### src/rtl/motor_pkg.sv
// Shared types and defaults for the motor PWM ramp stage.
// Holds the ramp state encoding, default level duties and the counter-width helper.
package motor_pkg;

  typedef enum logic [1:0] {
    PARADO,
    SUBIENDO,
    BAJANDO,
    ESTABLE
  } estado_rampa_t;

  localparam int DUTY_30_DEF  = 30;
  localparam int DUTY_50_DEF  = 50;
  localparam int DUTY_100_DEF = 100;

  // Width needed to hold every value 0..period, so duty=PERIOD is representable.
  function automatic int calc_cw(input int period);
    return $clog2(period + 1);
  endfunction

endpackage

### src/rtl/pwm_contador_periodo.sv
// PWM period counter: counts 0..PERIOD-1 and wraps.
// fin_periodo marks the last cycle of each period.
module pwm_contador_periodo #(
  parameter int PERIOD = 100,
  parameter int CW     = 7
) (
  input  logic          clk,
  input  logic          reset,
  output logic [CW-1:0] cnt,
  output logic          fin_periodo
);

  logic [CW-1:0] cnt_reg;

  assign fin_periodo = (cnt_reg == CW'(PERIOD - 1));
  assign cnt         = cnt_reg;

  always_ff @(posedge clk or negedge reset) begin
    if (!reset) begin
      cnt_reg <= '0;
    end else if (fin_periodo) begin
      cnt_reg <= '0;
    end else begin
      cnt_reg <= cnt_reg + 1'b1;
    end
  end

endmodule

### src/rtl/motor_pwm_rampa.sv
// Slew-limited motor PWM driven by one-hot speed-level commands.
// Duty moves toward the decoded target by at most STEP counts per PWM period.
module motor_pwm_rampa
  import motor_pkg::*;
#(
  parameter  int PERIOD   = 100,
  parameter  int STEP     = 5,
  parameter  int DUTY_30  = DUTY_30_DEF,
  parameter  int DUTY_50  = DUTY_50_DEF,
  parameter  int DUTY_100 = DUTY_100_DEF,
  localparam int CW       = calc_cw(PERIOD)
) (
  input  logic          clk,
  input  logic          reset,
  input  logic          out_30,
  input  logic          out_50,
  input  logic          out_100,
  output logic          pwm,
  output logic [CW-1:0] duty,
  output logic          en_rampa,
  output logic          estable,
  output logic          fin_periodo,
  output logic          fallo
);

  localparam logic [CW:0]   STEP_WIDE   = (CW + 1)'(STEP);
  localparam logic [CW-1:0] STEP_NARROW = CW'(STEP);

  logic [CW-1:0] cnt;
  logic [CW-1:0] target_reg, target_next;
  logic          fallo_reg, fallo_next;
  logic [CW-1:0] duty_reg, duty_next;
  logic [CW:0]   sum_up;
  logic [CW:0]   floor_down;
  estado_rampa_t state_reg, state_next;

  pwm_contador_periodo #(
    .PERIOD (PERIOD),
    .CW     (CW)
  ) u_contador (
    .clk         (clk),
    .reset       (reset),
    .cnt         (cnt),
    .fin_periodo (fin_periodo)
  );

  always_comb begin
    target_next = '0;
    fallo_next  = 1'b0;
    case ({out_100, out_50, out_30})
      3'b000:  target_next = '0;
      3'b001:  target_next = CW'(DUTY_30);
      3'b010:  target_next = CW'(DUTY_50);
      3'b100:  target_next = CW'(DUTY_100);
      default: fallo_next  = 1'b1;
    endcase
  end

  // One extra bit on both sides so neither the step-up sum nor the
  // step-down threshold can wrap before the clamp compare.
  assign sum_up     = {1'b0, duty_reg} + STEP_WIDE;
  assign floor_down = {1'b0, target_reg} + STEP_WIDE;

  always_comb begin
    duty_next = duty_reg;
    if (fin_periodo) begin
      if (target_reg > duty_reg) begin
        duty_next = (sum_up > {1'b0, target_reg}) ? target_reg : sum_up[CW-1:0];
      end else if (target_reg < duty_reg) begin
        duty_next = ({1'b0, duty_reg} < floor_down) ? target_reg : duty_reg - STEP_NARROW;
      end
    end
  end

  always_comb begin
    state_next = state_reg;
    if (duty_reg < target_reg) begin
      state_next = SUBIENDO;
    end else if (duty_reg > target_reg) begin
      state_next = BAJANDO;
    end else if (target_reg == '0) begin
      state_next = PARADO;
    end else begin
      state_next = ESTABLE;
    end
  end

  always_ff @(posedge clk or negedge reset) begin
    if (!reset) begin
      target_reg <= '0;
      fallo_reg  <= 1'b0;
      duty_reg   <= '0;
      state_reg  <= PARADO;
    end else begin
      target_reg <= target_next;
      fallo_reg  <= fallo_next;
      duty_reg   <= duty_next;
      state_reg  <= state_next;
    end
  end

  assign pwm      = (cnt < duty_reg);
  assign duty     = duty_reg;
  assign fallo    = fallo_reg;
  assign en_rampa = (state_reg == SUBIENDO) || (state_reg == BAJANDO);
  assign estable  = (state_reg == PARADO) || (state_reg == ESTABLE);

endmodule

### config.mk
export PLATFORM = sky130hd
export DESIGN_NAME = motor_pwm_rampa
export DESIGN_NICKNAME = d
export VERILOG_FILES = /design/src/rtl/motor_pkg.sv /design/src/rtl/pwm_contador_periodo.sv /design/src/rtl/motor_pwm_rampa.sv
export SDC_FILE = /design/constraint.sdc
export NUM_CORES = 1
export LEC_CHECK = 0
export ABC_AREA = 1
export CORE_ASPECT_RATIO = 2
export CORE_MARGIN = 2
export CORE_UTILIZATION = 58
export DETAILED_ROUTE_END_ITERATION = 8
export PLACE_DENSITY = 0.88
export SKIP_CTS_REPAIR_TIMING = 1
export SYNTH_ARGS = -nofsm -noshare
export SYNTH_HDL_FRONTEND = slang
export SYNTH_SLANG_ARGS = --single-unit
### constraint.sdc
create_clock -name clk -period 2.8 [get_ports clk]
set_input_delay 0.56 -clock clk [delete_from_list [all_inputs] [get_ports clk]]
set_output_delay 0.56 -clock clk [all_outputs]
set_load 0.05 [all_outputs]
* Word level (Yosys, flattened, before mapping)
Index checks and enable logic that the tools add are counted.
** Word-level totals
- Word-level logic and storage cells :: 41
- Flip-flop bits (word level) :: 24
- Output and inout bits :: 12
- Input port bits :: 5
** Operators by class
- Add/sub/neg operators :: 4
- $lt $le $gt $ge :: 7
- Multiplexer cells :: 10
- Equal/unequal tests :: 7
- Reduce and logical (&&, ||, !) cells :: 8
** Operators with widths (number)
- two-way mux 7 bit :: 5
- < comparator 7 bit :: 3
- case mux 7 bit (3 select lines) :: 1
- adder 7 x 3 -> 8 bit, second input constant :: 2
- > comparator 7 bit :: 2
- > comparator 8 x 7 -> 1 bit :: 1
- < comparator 7 x 8 -> 1 bit :: 1
- adder 7 x 1 -> 7 bit, second input constant :: 1
- == test 7 bit, second input constant :: 1
- zero test 7 bit :: 1
- subtractor 7 x 3 -> 7 bit, second input constant :: 1
- two-way mux 2 bit :: 3
- == test 2 bit, second input constant :: 2
- OR reduction 4 bit :: 1
- == test 3 x 1 -> 1 bit, second input constant :: 1
- == test 3 x 2 -> 1 bit, second input constant :: 1
- == test 3 bit, second input constant :: 1
- zero test 3 bit :: 1
- == test 2 x 1 -> 1 bit, second input constant :: 1
- zero test 2 bit :: 1
- logical OR 1 bit :: 2
- AND reduction 2 bit :: 1
- nonzero test 2 bit :: 1
- two-way mux 1 bit :: 1

* Depth between registers and ports, before layout
Gate-level depths: netlist (run 1).
- Word-level depth :: 5
- Depth in mapped cells :: 18

* By module
From an unflattened synthesis (run 1), not the netlist that was laid out.
** Unflattened totals
- Cells, all modules :: 273
- Area, all modules :: 2013.2 µm²
** Modules (own cells, without submodules)
- motor_pwm_rampa :: cells an instance 231, instances 1, area each 1651.6 µm²
- pwm_contador_periodo :: cells an instance 42, instances 1, area each 361.6 µm²

* Worst setup path after synthesis (run 1)
No wires, ideal clock.
- Kind :: register to output
- From :: register duty_reg[6], in the netlist duty[6]
- To :: output port pwm
- Arrival time :: 2.178 ns
- Cell stages (with the launch flop) :: 6
- Buffers on the path :: 0
- Path slack :: 0.062 ns
- Data required time :: 2.240 ns
- Cells stage by stage :: dfrtp_1 -> inv_1 -> ha_1 -> a21oi_1 -> o21ai_0 -> a21oi_1
** Between the ends
- Word-level cells in the longest chain between the ends :: 1
** Ends and longest elaborated chain
- start: declaration :: RTL line motor_pwm_rampa.sv:32 : logic [CW-1:0] duty_reg, duty_next;
- start signal: assignment :: RTL line motor_pwm_rampa.sv:97 : duty_reg <= duty_next;
- < comparator 7 bit :: RTL line motor_pwm_rampa.sv:102 : assign pwm = (cnt < duty_reg);
- end: declaration :: RTL line motor_pwm_rampa.sv:18 : output logic pwm,
Every way passes these cells.

* Worst setup path after layout (run 1)
- From :: register duty_reg[1], in the netlist duty[1]
- To :: register duty_reg[3], in the netlist duty[3]
** Between the ends
- Word-level cells in the longest chain between the ends :: 4
** Ends and longest elaborated chain
- adder 7 x 3 -> 8 bit (tied with other cells) :: RTL line motor_pwm_rampa.sv:61 : assign sum_up = {1'b0, duty_reg} + STEP_WIDE;
- > comparator 8 x 7 -> 1 bit / two-way mux 7 bit (equally long branches) :: RTL line motor_pwm_rampa.sv:68, motor_pwm_rampa.sv:70
- two-way mux 7 bit, on equally long branches :: RTL line motor_pwm_rampa.sv:68, motor_pwm_rampa.sv:69
- two-way mux 7 bit :: RTL line motor_pwm_rampa.sv:67 : if (target_reg > duty_reg) begin
Parallel ways exist; a longest one is shown, timed or not. The select of a mux whose other input is x is not followed.
A chain may end at the register's enable or synchronous reset.

==> results of run 1 <==
-- final timing paths --
check                      cells after the start                end
setup reg to reg                              16            duty[3]
min in group asynchronous                      2       state_reg[1]
hold / removal                                 1  u_contador.cnt[0]
max in group asynchronous                      2            duty[6]
hold reg to reg                                1  u_contador.cnt[0]
setup / recovery                              16            duty[3]
-- through the flow --
step                hold WS, ps  power, mW  setup WS (ps)
finish                      500      0.715            307
global route                519      0.748           58.7
CTS                         501      0.719            349
detailed placement          490      0.523            348
global placement            483      0.518            444
floorplan                   264      0.466           62.3
-- worst register-to-register path, delay by kind of cell, from the launching register on --
| kind | cells | cell delay, ps |
|---|---|---|
| buffers and inverters | 2 | 110 |
| AND/OR/NAND/NOR | 11 | 1120 |
| adder cells (fa/ha/maj) | 2 | 500 |
| AO/OA/AOI/OAI | 1 | 190 |
| flip-flops | 1 | 460 |
-- area by class of cell --
class	instances	share of cell area (%)
inverter	38	6.59
timing repair buffer	19	7.80
sequential	22	24.2
tap	32	1.76
multi-input combinational	203	57.9
clock buffer	3	1.81
-- synthesized netlist by cell type (2+ instances only) --
master    count
inv_2         4
nand3_1      28
nand4_2       2
nand2_1      66
ha_1         27
nor2_2        2
nand3b_1      3
nor3_1        4
xnor2_1       3
nand4_1       4
xor2_1        9
o21ai_0       3
nor2_1       14
nand3_2       3
inv_1        32
nand2_4       2
o21ai_2       2
dfrtp_1      22
a21oi_1      11
a21o_1        2
nand2_2       7
a21oi_2       2
-- cell families (layout without fill, tap and decap cells) --
logic type | after synthesis | after routing | synth area share [%]
flops | 22 | 22 | 27.1
simple gates | 139 | 139 | 34.0
fa+ha+maj | 28 | 28 | 17.6
buf+inv | 40 | 60 | 8.01
xor+xnor | 13 | 13 | 5.97
compound gates | 23 | 23 | 7.33
-- power by group through the flow --
stage | Sequential (mW) | Clock, mW | Combinational, mW
2_1_floorplan | 0.344 | 0 | 0.122
4_1_cts | 0.336 | 0.202 | 0.181
5_1_grt | 0.338 | 0.212 | 0.199
6_report | 0.336 | 0.199 | 0.181
3_5_place_dp | 0.342 | 0 | 0.180
3_3_place_gp | 0.341 | 0 | 0.176
-- per-layer routing --
layer  global-route usage (%)  vias to the layer above  share of wire (%)
met2                     51.3                       47                 57
met3                     2.06                       21                2.6
met1                     30.8                      855                 36
met4                     13.5                        0                4.7
li1                         -                      904                  -
met5                        0                        -                  0
==> impl_metrics.env, run 1 <==
export IMPL_synth_fp_nets=298
export IMPL_dr_pass1_iters=4
export IMPL_comb_power_share_pct=25.3
export IMPL_die_area_um2=4020
export IMPL_final_cell_mix="nand2_1, inv_1, nand3_1, ha_1, dfrtp_1"
export IMPL_synth_area_um2=2030
export IMPL_final_nets=320
export IMPL_path_class="reg2reg"
export IMPL_dp_hpwl_um=4050
export IMPL_slew_viol_final=0
export IMPL_fin_cells=317
export IMPL_seqPwrFrac_pct=47.0
export IMPL_fmax_mhz=401
export IMPL_ys_seq_area_share_pct=27.1
export IMPL_p_leak_nw=1.21
export IMPL_synth_area_leaders="dfrtp_1, ha_1, nand2_1, nand3_1, inv_1"
export IMPL_endpoint_kind="register"
export IMPL_cp_common_cell="nand2_1"
export IMPL_num_rows=30
export IMPL_synth_edf_count=0
export IMPL_worstHoldStart="u_contador.cnt[0]"
export IMPL_pwr_density_cell_nw_per_um2=314
export IMPL_r2r_slack_ps=310
export IMPL_synth_top_flop_cell="dfrtp_1"
export IMPL_viasPerCell=5.76
export IMPL_clock_skew_ps=4.03
export IMPL_critPathBufInv=2
export IMPL_totalWireLength_um=4870
export IMPL_numCtsBuffers=3
export IMPL_place_gp_congestion=0.931
export IMPL_status="complete, no violations"
export IMPL_fin_crit_sh_pct=89.0
export IMPL_final_antenna_net_count=0
export IMPL_setup_viol=0
export IMPL_ys_types=35
export IMPL_layout_commonest_cell="nand2_1"
export IMPL_power_frac_clock_pct=27.8
export IMPL_regArea_um2=551
export IMPL_fin_setup_tns_ps=0
export IMPL_synth_top_cell_area_share_pct=27.1
export IMPL_relSlewSlack_pct=64.7
export IMPL_ir_worst_vdd_mv=0.483
export IMPL_drv_cap=0
export IMPL_numPortBuffers=16
export IMPL_dp_cells=314
export IMPL_layout_drive_gt1_share_pct=13.7
export IMPL_synthCells=265
export IMPL_groute_usage_overall_pct=28.2
export IMPL_p_int_mw=0.485
export IMPL_hold_path_class="reg2reg"
export IMPL_avgSynthCellArea_um2=7.67
export IMPL_crit_required_ps=2960
export IMPL_cts_sinks=22
export IMPL_ys_ff_latch=22
export IMPL_cts_tree="yes"
export IMPL_fin_area_um2=2280
export IMPL_hold_violations=0
export IMPL_drt_iter0_drc=41
export IMPL_clkSlewWorstSetupHoldPaths_ps=80
export IMPL_final_core_util_pct=67.4
export IMPL_yosysTopAreaCell="dfrtp_1"
export IMPL_grt_pass1_vias=1884
export IMPL_dr_total_vias=1827
export IMPL_grt_antenna_before_repair=0
export IMPL_clock_latency_ps=260
export IMPL_die_y_um=87.7
export IMPL_max_stage_delay_ps=460
export IMPL_cpLargestDelayFamily="simple AND/OR/NAND/NOR gates"
export IMPL_grt_first_pass_wirelength_um=8420
export IMPL_grt_overflow=0
export IMPL_htreeDepth=1
export IMPL_p_switching_mw=0.230
export IMPL_area_growth_pct=12.1
export IMPL_wire_per_inst_um=15.4
export IMPL_critPathMaxFanout=6
export IMPL_initial_core_util_pct=60.1
export IMPL_async_reset_ff_share_pct=100
export IMPL_ios=17
export IMPL_cp_start_kind="register"
export IMPL_core_um2=3380
export IMPL_worstMarginPinSlew_ps=527
export IMPL_cts_buffer_depth=2
export IMPL_rsz0062_at_grt="false"
export IMPL_crit_path_cell_trace="ha_1 -> inv_1 -> a21oi_2 -> nand3_1 -> nand2_1 -> inv_1 -> ha_1 -> and3_1 -> nand2_1 -> nand2_1 -> nand2_1 -> nand2_2 -> nand2_1 -> nand3b_1 -> nand3_1 -> nand2_1"
export IMPL_finalCriticalPeriod_ps=2490
export IMPL_crit_start="duty[1]"
export IMPL_crit_arrival_ps=2650
export IMPL_placed_cell_area_um2=2240
export IMPL_cp_slowest_cell="dfrtp_1"
export IMPL_fillers=293
export IMPL_cts_root_buf="clkbuf_8"
export IMPL_grt_max_degree=23
export IMPL_multi_input_area_um2=1320
export IMPL_rr_startpoint="duty[1]"
export IMPL_synth_warnings=0
export IMPL_n_antenna_cell=0
export IMPL_swShare_pct=32.2
export IMPL_die_x_um=45.9
export IMPL_route_detailed_drc=0
(Power assumes the default switching activity.)
==> run 2: changes to the inputs <==
CTS_CLUSTER_SIZE = 25   (was default)
==> results of run 2 <==
Same layout as run 1: the final DEF is identical, and so are final timing and power.
